## src/rtl/fifo_rr_arbiter.sv

```systemverilog
// Round-robin burst scheduler that drains four request FIFOs
// into one shared downstream FIFO, honouring prog_full.
module fifo_rr_arbiter #(
  parameter int dta_width = 64,
  parameter int burst_len = 8
) (
  input  logic                   clk,
  input  logic                   rst,
  input  logic [3:0]             src_empty,
  input  logic [3:0]             src_valid,
  input  logic [4*dta_width-1:0] src_dout,
  output logic [3:0]             src_rd_en,
  input  logic                   dst_prog_full,
  output logic [dta_width-1:0]   dst_din,
  output logic                   dst_wr_en,
  output logic [1:0]             dst_src,
  output logic                   busy,
  output logic                   error
);

  typedef enum logic {IDLE, GRANT} state_t;

  localparam logic [7:0] BL = 8'(burst_len);

  state_t     state;
  state_t     state_nxt;
  logic [1:0] grant;
  logic [1:0] rr_ptr;
  logic [1:0] rd_port;
  logic [1:0] pick;
  logic [7:0] burst_cnt;
  logic [7:0] cnt_nxt;
  logic       rd;
  logic       rd_q;
  logic       any_req;
  logic       exit_g;
  logic       viol;
  logic [3:0] other_v;

  assign any_req = ~&src_empty;

  // scan downwards so the source nearest rr_ptr+1 wins
  always_comb begin
    pick = rr_ptr;
    for (int k = 4; k >= 1; k--) begin
      if (!src_empty[rr_ptr + 2'(k)])
        pick = rr_ptr + 2'(k);
    end
  end

  assign rd = (state == GRANT) & rst
            & ~src_empty[grant]
            & ~dst_prog_full
            & (burst_cnt < BL);

  assign src_rd_en = rd ? (4'b0001 << grant) : 4'b0000;
  assign cnt_nxt   = burst_cnt + {7'd0, rd};

  // the read of this cycle counts toward the burst limit
  assign exit_g = src_empty[grant]
                | dst_prog_full
                | (cnt_nxt >= BL);

  assign other_v = src_valid & ~(4'b0001 << rd_port);
  assign viol    = (|other_v)
                 | (src_valid[rd_port] & ~rd_q);

  assign busy = (state == GRANT) | rd_q | dst_wr_en;

  always_comb begin
    state_nxt = state;
    unique case (state)
      IDLE:
        if (!dst_prog_full && any_req)
          state_nxt = GRANT;
      GRANT:
        if (exit_g)
          state_nxt = IDLE;
    endcase
  end

  always_ff @(posedge clk) begin
    if (!rst) begin
      state     <= IDLE;
      grant     <= '0;
      rr_ptr    <= 2'd3;
      burst_cnt <= '0;
      rd_port   <= '0;
      rd_q      <= 1'b0;
      dst_wr_en <= 1'b0;
      dst_din   <= '0;
      dst_src   <= '0;
      error     <= 1'b0;
    end else begin
      state     <= state_nxt;
      rd_q      <= rd;
      error     <= error | viol;
      dst_wr_en <= src_valid[rd_port];
      if (src_valid[rd_port]) begin
        dst_din <= src_dout[rd_port*dta_width +: dta_width];
        dst_src <= rd_port;
      end
      if (state == IDLE) begin
        if (state_nxt == GRANT) begin
          grant     <= pick;
          burst_cnt <= '0;
        end
      end else begin
        burst_cnt <= cnt_nxt;
        if (rd)
          rd_port <= grant;
        if (exit_g)
          rr_ptr <= grant;
      end
    end
  end

endmodule

```

## config.mk

```make
export PLATFORM = sky130hd
export DESIGN_NAME = fifo_rr_arbiter
export DESIGN_NICKNAME = d
export VERILOG_FILES = /design/src/rtl/fifo_rr_arbiter.sv
export SDC_FILE = /design/constraint.sdc
export NUM_CORES = 1
export LEC_CHECK = 0
export BUFFER_PORTS_ARGS = -buffer_cell sky130_fd_sc_hd__buf_4
export CORE_AREA = 8 8 125 127
export DETAILED_ROUTE_END_ITERATION = 8
export DIE_AREA = 0 0 133 135
export PLACE_DENSITY = 0.72
export SLEW_MARGIN = 20
export SYNTH_ARGS = -nofsm -noshare
export SYNTH_HDL_FRONTEND = slang
export SYNTH_SLANG_ARGS = --single-unit
```

## constraint.sdc

```tcl
create_clock -name clk -period 3.55 [get_ports clk]
set_input_delay 0.71 -clock clk [delete_from_list [all_inputs] [get_ports clk]]
set_output_delay 0.71 -clock clk [all_outputs]
set_load 0.01 [all_outputs]
```

==> flow_summary.yaml, run 1 <==
clock_tree:
  h-tree-depth: 3
  cts_setup_buffers: 0
  cts_hold_buf: 0
  clk_latency_ns: 0.33
  clock_path_buffers: 2
  clkTransAtPathRegs_ns: 0.06
  root_buffer: "clkbuf_16"
  numClockSinks: 84
  cts_made_buffers: 9
  ctsResizeCount: 0
  cts_tree: "yes"
sta:
  finalHoldViolations: 0
  fin_tns_setup_ns: 0
  setup_viol: 0
  rsz0062_at_grt: "false"
  hold_slack_ns: 0.454
  fmax_ghz: 0.346
  skew_ns: 0.00500
  worstMarginPinSlew_ns: 0.851
  period_needed_ns: 2.89
  slew_headroom: 0.432
  drv_slew: 0
  setup_ws_ns: 0.661
  period_share: 0.814
logic_synthesis:
  synthesis.nets: 770
  yosysTopAreaCell: "dfxtp_1"
  synth_cell_types: 50
  synth_top_cell_area_share: 0.339
  synth_area_sq_um: 4960
  ys_top_cells_by_area: "dfxtp_1, mux4_2, nand2_1, a21oi_1, a21boi_0"
  synth_edf_count: 0
  async_reset_ff_frac: 0
  yosysWarnings: 0
  synth-seq-area-share: 0.339
  syn_avg_cell_area_sq_um: 9.91
  synth_seq_cells: 84
  synth_ff_type: "dfxtp_1"
  postSynthCellCount: 501
power:
  finalPower_mw: 2.50
  p_per_area_nw_per_um2: 316
  p_leak_nw: 3.45
  vdd_drop_max_uv: 258
placed_design:
  placed_cells: 985
  post_dp_cell_area_sq_um: 7600
  finalWeightedCongestion: 0.922
  pre_cts_ws_ns: 0.317
  detailed_place_hpwl_mm: 16.1
  port_buffers: 339
setup_path:
  crit_cells: 11
  crit_top_cell: "ha_1"
  crit_family: "compound AO/OA/AOI/OAI gates"
  worstSetupPathType: "input port to flop"
  worstPathCellList: "buf_4 > and2b_2 > a22oi_1 > nor2_1 > ha_1 > ha_1 > and3_2 > xnor2_1 > a31oi_1 > o21a_2 > o221ai_1"
  cp_slowest_cell: "a22oi_1"
  startpoint_type: "input port"
  slowest_delay_ns: 0.46
  cp.buffers_inverters: 1
  worstPathRequired_ns: 3.73
  crit_fanout: 7
  cp_data_arrival_time_ns: 3.07
  end_kind: "flop"
  r2r_cells: 10
global_route:
  grt_max_degree: 60
  grtUsageTotal: 0.210
  grt_pass1_wl_mm: 30.1
  antenna_found_initial: 1
  grt_pass1_vias: 5527
  grt_overflow: 0
floorplanning:
  row_count: 43
  die_h_um: 135
  dieArea_sq_um: 18000
  die_x_um: 133
  start_util: 0.365
  ios: 340
  core-area_sq_um: 13600
cells_and_area:
  layout_commonest_cell: "buf_4"
  finalInstanceArea_sq_um: 7900
  drive_above_1_share: 0.533
  layout_common_cells: "buf_4, nand2_1, dfxtp_1"
  nets: 1085
  fin_cells: 1002
  final_util: 0.580
  syn2layout_area_growth_pct: 59.1
routing:
  wl_mm: 19.9
  drc: 0
  final_antenna_net_count: 0
  firstDrtPassIters: 7
  wl_per_cell_um: 19.9
  viasPerCell: 5.25
  num_vias: 5261
  drt_first_iter_violations: 335
status:
  status: "completed"
min_path:
  hold_path_class: "flop to flop"
  min_path_cells: 2
run:
  max-cap-violations: 0
==> worst reg2reg max path: stages (launching register included) <==
cell and delay [ns]:
dfxtp_1 0.49, mux2i_1 0.12, a22oi_1 0.48, nor2_1 0.18, ha_1 0.26, ha_1 0.25
and3_2 0.26, xnor2_1 0.12, a31oi_1 0.24, o21a_2 0.19, o221ai_1 0.12
==> synth_stat cells, drive strengths merged, types with 3 or more instances <==
library cell	instances
nand2	138
dfxtp	84
mux4	64
a21oi	47
a21boi	29
buf	27
clkbuf	17
nor2	13
o21ai	12
nor2b	7
and2	6
mux2i	6
nand3	5
a22oi	4
inv	4
and3	3
nand2b	3
o221ai	3
==> power by group <==
| part | internal (mW) | total, mW | switching, mW | leakage, nW |
|---|---|---|---|---|
| registers | 0.993 | 1.03 | 0.0325 | 0.693 |
| clock network | 0.546 | 0.906 | 0.360 | 0.141 |
| logic | 0.353 | 0.568 | 0.215 | 2.62 |
==> layer usage <==
layer / vias up / GRT usage / share of wire
met5: - / 0 / 0
met4: 0 / 0.0681 / 0.020
met3: 27 / 0.0658 / 0.077
met2: 252 / 0.377 / 0.53
met1: 2528 / 0.232 / 0.37
li1: 2454 / - / -
==> sequential cells by signal, summed over array words and instances, names as in the netlist <==
signal / count
rd_q: 1
dst_din: 64
state: 1
error: 1
dst_src: 2
dst_wr_en: 1
grant: 2
rr_ptr: 2
rd_port: 2
burst_cnt: 8
==> logic make-up (layout without fill, tap and decap cells) <==
group | count (synthesis) | count (layout) | synth area share
AOI/OAI and AO/OA | 109 | 109 | 0.138
xor gates and xnor gates | 2 | 2 | 0.00353
adders and majority gates | 2 | 2 | 0.00504
buffers and inverters | 48 | 368 | 0.0494
DFF | 84 | 84 | 0.339
muxes | 71 | 71 | 0.305
other | 0 | 1 | 0
and+or+nand+nor | 185 | 185 | 0.161
==> worst paths after layout <==
check,to,startpoint,slack (ns)
max,rr_ptr[1],dst_prog_full,0.66
min,dst_din[20],dst_din[20],0.45
max reg2reg,rr_ptr[1],grant[0],0.71
min reg2reg,dst_din[20],dst_din[20],0.45
==> cell type report <==
class	count	area (sq um)
antenna	1	2.50
clock buffer	12	236
clock inverter	4	50.0
fill	1200	5710
inverter	4	15.0
multi-input combinational	369	3060
sequential	84	1690
tap	180	225
timing repair buffer	348	2630
No activity file was read; power rests on OpenSTA's default activity.
==> run 2: changes to the inputs <==
--- a/config.mk
+++ b/config.mk
@@ -6,10 +6,10 @@
 export NUM_CORES = 1
 export LEC_CHECK = 0
 export BUFFER_PORTS_ARGS = -buffer_cell sky130_fd_sc_hd__buf_4
-export CORE_AREA = 8 8 125 127
+export CORE_AREA = 8 8 127 129
 export DETAILED_ROUTE_END_ITERATION = 8
-export DIE_AREA = 0 0 133 135
-export PLACE_DENSITY = 0.72
+export DIE_AREA = 0 0 135 137
+export PLACE_DENSITY = 0.73
 export SLEW_MARGIN = 20
 export SYNTH_ARGS = -nofsm -noshare
 export SYNTH_HDL_FRONTEND = slang
==> constraint.sdc (replaced) <==
create_clock -name clk -period 2.45 [get_ports clk]
set_input_delay 0.49 -clock clk [delete_from_list [all_inputs] [get_ports clk]]
set_output_delay 0.49 -clock clk [all_outputs]
set_load 0.01 [all_outputs]
==> run 2 against run 1 <==
Against the previous run: count of clock-buffer cells in the layout is 2 lower; critical endpoint is now src_rd_en[1]; final area is 1.3% higher; flip-flop and latch count stayed put; core utilization is 1.7 points lower; wire length is 7.7% lower; die area is 3.0% higher; clock power is 50% higher; clock skew is 0.0050 ns higher; combinational power is 46% higher.
==> flow_summary.yaml, run 2 (same netlist as run 1, synthesis figures left out) <==
clock_tree:
  root_buffer: "clkbuf_16"
  cts_hold_buf: 0
  clock_path_buffers: 2
  cts_made_buffers: 9
  clk_latency_ns: 0.34
  cts_tree: "yes"
  h-tree-depth: 3
  numClockSinks: 84
  clkTransAtPathRegs_ns: 0.07
floorplanning:
  start_util: 0.350
  row_count: 44
  dieArea_sq_um: 18500
  core-area_sq_um: 14200
  ios: 340
  die_x_um: 135
  die_h_um: 137
setup_path:
  r2r_cells: 10
  timing.rr.start: "burst_cnt[3]"
  crit_fanout: 6
  cp.buffers_inverters: 2
  worstSetupPathType: "flop to output port"
  reg2reg_to: "rr_ptr[1]"
  crit_top_cell: "buf_4"
  worstPathCellList: "mux2i_1 > a22oi_2 > buf_4 > nor4b_1 > buf_4"
  worstPathRequired_ns: 1.96
  ff2ff_setup_slack_ns: 0.21
  startpoint_type: "flop"
  end_kind: "output port"
  crit_family: "flip-flops"
  slowest_delay_ns: 0.40
  cp_slowest_cell: "dfxtp_1"
  cp_data_arrival_time_ns: 1.76
sta:
  slew_headroom: 0.497
  skew_ns: 0.0100
  period_needed_ns: 2.25
  setup_viol: 0
  fmax_ghz: 0.444
  worstMarginPinSlew_ns: 0.754
  rsz0062_at_grt: "false"
  fin_tns_setup_ns: 0
  setup_ws_ns: 0.196
  period_share: 0.920
  hold_slack_ns: 0.455
  drv_slew: 0
  finalHoldViolations: 0
cells_and_area:
  layout_commonest_cell: "buf_4"
  antennaDiodeCount: 0
  largest_reg_flops: 64
  drive_above_1_share: 0.544
  reg.largest.list: "dst_din (64), burst_cnt (8)"
  regMostFlops: "dst_din"
  fillers: 1325
  layout_common_cells: "buf_4, nand2_1, dfxtp_1"
  nets: 1093
  syn2layout_area_growth_pct: 61.2
power:
  power_frac_seq: 0.404
  switching_power_uw: 914
  finalPower_mw: 3.67
  cellInternalPower_mw: 2.76
  switching_share: 0.249
  vdd_drop_max_uv: 254
  p_clk_frac: 0.371
  p_leak_nw: 3.50
  combPwrFrac: 0.226
  p_per_area_nw_per_um2: 459
routing:
  drt_first_iter_violations: 426
  viasPerCell: 5.06
  wl_per_cell_um: 18.1
  wl_mm: 18.4
  drc: 0
  num_vias: 5123
  firstDrtPassIters: 4
  final_antenna_net_count: 0
global_route:
  grtUsageTotal: 0.188
  grt_max_degree: 67
  grt_pass1_vias: 5190
  grt_pass1_wl_mm: 27.5
  grt_overflow: 0
  antenna_found_initial: 0
status:
  status: "completed"
min_path:
  min_path_cells: 2
  hold_path_class: "flop to flop"
  hp-start: "dst_din[15]"
  min_to: "dst_din[15]"
placed_design:
  detailed_place_hpwl_mm: 14.8
  pre_cts_ws_ns: -0.0614
  port_buffers: 339
  finalWeightedCongestion: 0.802
run:
  max-cap-violations: 0
## run 2: changes by cell type in the layout (fill, tap and decap cells not counted), sizes merged
cell / delta
buf: +8
clkbuf: -2
inv: +2
clkinv: -1
clkinvlp: +1
diode: -1
## run 2: layout make-up
type                            count  area (sq um)  area share
Clock buffer                       10           229      0.0286
Clock inverter                      6          70.1     0.00875
Inverter                            4          15.0     0.00188
Multi-Input combinational cell    369          3060       0.382
Sequential cell                    84          1690       0.211
Tap cell                          184           230      0.0288
Timing Repair Buffer              356          2710       0.339
## run 2: worst register-to-register path, stage by stage, from the launching register on
cell and delay (ns):
dfxtp_1 0.36, nor2_1 0.18, nand4_1 0.18, nor2_2 0.17
ha_2 0.20, ha_1 0.19, and3_2 0.22, xnor2_1 0.13
a31oi_1 0.13, o21a_2 0.24, o221ai_1 0.18
## run 2: metal layers
layer	track usage	vias up	routed length, um
li1	-	2476	-
met1	0.221	2432	7060
met2	0.327	197	9520
met3	0.0529	18	1550
met4	0.0524	0	238
met5	0	-	0
## run 2: worst max-delay path by stage
| stage | end | from | cells after the start | slack, ns |
|---|---|---|---|---|
| 2_1_floorplan | rr_ptr[0] | dst_prog_full | 10 | 0.01 |
| 3_3_place_gp | rr_ptr[0] | dst_prog_full | 11 | -0.05 |
| 3_5_place_dp | rr_ptr[1] | dst_prog_full | 11 | -0.06 |
| 4_1_cts | src_rd_en[1] | grant[0] | 5 | 0.16 |
| 5_1_grt | rr_ptr[1] | burst_cnt[7] | 10 | 0.01 |
| 6_report | src_rd_en[1] | grant[0] | 5 | 0.20 |
## run 2: power by group through the flow
| stage | clock network [mW] | registers, mW | logic, mW |
|---|---|---|---|
| after floorplan | 0 | 1.54 | 0.293 |
| after global routing | 1.46 | 1.49 | 0.896 |
| after global placement | 0 | 1.51 | 0.826 |
| final | 1.36 | 1.48 | 0.829 |
| after detailed placement | 0 | 1.51 | 0.838 |
| after CTS | 1.41 | 1.48 | 0.840 |
## run 2: repair_timing
item | CTS | global route
endpoints found under the setup margin | 0 | 3
gates resized for setup | 0 | 0
setup buffers | 0 | 0
endpoints found under the hold margin | 0 | 0
## run 2: stage by stage
stage | instances | area (sq um) | util
after global placement | 997 | 7700 | 0.542
after CTS | 1013 | 8000 | 0.564
after floorplan | 501 | 4970 | -
final | 1013 | 8000 | 0.564
after detailed placement | 997 | 7700 | 0.542
after global routing | 1013 | 8000 | 0.564
==> run 3: changes to the inputs <==
--- a/config.mk
+++ b/config.mk
@@ -5,10 +5,11 @@
 export SDC_FILE = /design/constraint.sdc
 export NUM_CORES = 1
 export LEC_CHECK = 0
+export ABC_AREA = 1
 export BUFFER_PORTS_ARGS = -buffer_cell sky130_fd_sc_hd__buf_4
-export CORE_AREA = 8 8 127 129
+export CORE_AREA = 8 8 126 128
 export DETAILED_ROUTE_END_ITERATION = 8
-export DIE_AREA = 0 0 135 137
+export DIE_AREA = 0 0 134 136
 export PLACE_DENSITY = 0.73
 export SLEW_MARGIN = 20
 export SYNTH_ARGS = -nofsm -noshare
==> run 3 against run 2 <==
Against the previous run: fmax about the same; flip-flop and latch count unchanged; synthesized cell count up 44%; area after synthesis down 2.5%; final area down 1.6%; sequential power up 3%; setup slack worse by 0.00083 ns; first-iteration DRC count down 24%; global-route usage up 2.8 points; total power up 6.0%.
==> flow_summary.yaml, run 3 <==
status:
  status: "completed"
floorplanning:
  die_h_um: 136
  start_util: 0.345
  core-area_sq_um: 14000
  row_count: 44
  dieArea_sq_um: 18200
  die_x_um: 134
  ios: 340
setup_path:
  startpoint_type: "flop"
  end_kind: "flop"
  worstPathCellList: "inv_1 > nand3_1 > nand3_1 > nor2_2 > nand2_1 > inv_2 > ha_2 > ha_2 > nand2_1 > nor2_2 > a21oi_1 > nor2_1 > nor2_2 > buf_4 > nand4_1 > nand3_1"
  cp.buffers_inverters: 3
  cp_slowest_cell: "dfxtp_1"
  ff2ff_setup_slack_ns: 0.20
  r2r_cells: 16
  cp_data_arrival_time_ns: 2.45
  crit_fanout: 4
  worstSetupPathType: "flop to flop"
  crit_family: "simple AND/OR/NAND/NOR gates"
  worstPathRequired_ns: 2.65
  slowest_delay_ns: 0.33
  timing.rr.start: "grant[0]"
  reg2reg_to: "rr_ptr[0]"
clock_tree:
  numClockSinks: 84
  cts_tree: "yes"
  clkTransAtPathRegs_ns: 0.07
  cts_hold_buf: 0
  cts_made_buffers: 9
  clk_latency_ns: 0.33
  h-tree-depth: 3
  root_buffer: "clkbuf_16"
  clock_path_buffers: 2
cells_and_area:
  fillers: 1353
  syn2layout_area_growth_pct: 62.7
  final_util: 0.561
  fin_cells: 1230
  drive_above_1_share: 0.394
  nets: 1310
  antennaDiodeCount: 0
  seq_area_sq_um: 1690
  largest_reg_flops: 64
  reg.largest.list: "dst_din (64), burst_cnt (8)"
  regMostFlops: "dst_din"
  layout_commonest_cell: "buf_4"
  multiInputGateArea_sq_um: 2740
  layout_common_cells: "buf_4, nand2_1, a21oi_1"
sta:
  worstMarginPinSlew_ns: 0.717
  hold_slack_ns: 0.414
  skew_ns: 0.00708
  finalHoldViolations: 0
  fin_tns_setup_ns: 0
  fmax_ghz: 0.444
  period_needed_ns: 2.25
  period_share: 0.920
  drv_slew: 0
  slew_headroom: 0.522
  setup_viol: 0
logic_synthesis:
  synth_commonest_cells: "nand2_1, a21oi_1, dfxtp_1, o21ai_0"
  synth_edf_count: 0
  async_reset_ff_frac: 0
  synth_top_cell_area_share: 0.347
  yosysTopAreaCell: "dfxtp_1"
  synthesis.nets: 989
  synth-seq-area-share: 0.347
  ys_top_cells_by_area: "dfxtp_1, nand2_1, a21oi_1, a22oi_1, o21ai_0"
  synth_seq_cells: 84
  yosysWarnings: 0
  synth_cell_types: 32
  postSynthCellCount: 720
  synth.most_common_cell: "nand2_1"
  synth_area_sq_um: 4840
  synth_ff_type: "dfxtp_1"
  syn_avg_cell_area_sq_um: 6.72
power:
  p_per_area_nw_per_um2: 494
  vdd_drop_max_uv: 583
  p_leak_nw: 3.93
  finalPower_mw: 3.89
global_route:
  grt_max_degree: 72
  grt_pass1_wl_mm: 31.3
  antenna_found_initial: 0
  grt_pass1_vias: 5923
  grtUsageTotal: 0.215
  grt_overflow: 0
routing:
  firstDrtPassIters: 5
  viasPerCell: 4.93
  final_antenna_net_count: 0
  drt_first_iter_violations: 323
  num_vias: 6058
  drc: 0
  wl_mm: 20.8
  wl_per_cell_um: 16.9
run:
  max-cap-violations: 0
min_path:
  hp-start: "src_dout[143]"
  min_path_cells: 3
  min_to: "dst_din[15]"
  hold_path_class: "input port to flop"
placed_design:
  detailed_place_hpwl_mm: 16.2
  port_buffers: 339
  finalWeightedCongestion: 0.846
  placed_cells: 1210
-- run 3: worst reg2reg max path: stages, from the launching register on --
cell     delay [ns]
dfxtp_1        0.33
inv_1          0.08
nand3_1        0.09
nand3_1        0.08
nor2_2         0.15
nand2_1        0.09
inv_2          0.09
ha_2           0.19
ha_2           0.18
nand2_1        0.08
nor2_2         0.16
a21oi_1        0.08
nor2_1         0.16
nor2_2         0.07
buf_4          0.14
nand4_1        0.08
nand3_1        0.08
-- run 3: through the flow --
stage | cell area [sq um] | worst slack [ns]
global route | 7880 | -0.0102
floorplan | 4840 | 0.158
global placement | 7510 | -0.0328
finish | 7880 | 0.196
detailed placement | 7510 | -0.110
CTS | 7820 | 0.00835
-- run 3: where the power goes --
part,switching [mW],internal (mW),leakage (nW),total (mW)
registers,0.0552,1.47,0.696,1.52
clock network,0.557,0.847,0.156,1.40
logic,0.428,0.540,3.08,0.968
total,1.04,2.85,3.93,3.89
-- run 3: routing by layer --
metal,GRT usage,share of wire,vias to the layer above
li1,-,-,3096
met1,0.237,0.39,2745
met2,0.380,0.51,198
met3,0.0835,0.088,19
met4,0.0555,0.014,0
met5,0,0,-
-- run 3: what timing repair did --
item / 4_1_cts / 5_1_grt
setup buffers: 0 / 4
setup endpoints to repair: 0 / 8
resized for setup: 0 / 13
-- run 3: worst max path at each step --
| stage | from | end | cells after the start |
|---|---|---|---|
| 2_1_floorplan | grant[1] | rr_ptr[1] | 18 |
| 3_3_place_gp | src_empty[1] | rr_ptr[0] | 17 |
| 3_5_place_dp | src_empty[1] | rr_ptr[0] | 17 |
| 4_1_cts | grant[1] | rr_ptr[0] | 17 |
| 5_1_grt | grant[0] | rr_ptr[0] | 16 |
| 6_report | grant[0] | rr_ptr[0] | 16 |
-- run 3: cell type report --
type	count	area share
clock buffer	11	0.0321
timing repair buffer	363	0.348
sequential	84	0.214
multi-input combinational	538	0.348
tap	184	0.0292
clock inverter	5	0.00731
inverter	45	0.0214
-- run 3: logic make-up (layout without fill, tap and decap cells) --
family,Yosys count,after routing,synth area share
AO/OA/AOI/OAI,261,261,0.329
adder cells (fa/ha/maj),2,2,0.00517
XOR/XNOR,1,1,0.00181
AND/OR/NAND/NOR,274,274,0.224
flip-flops,84,84,0.347
buffers and inverters,98,424,0.0925
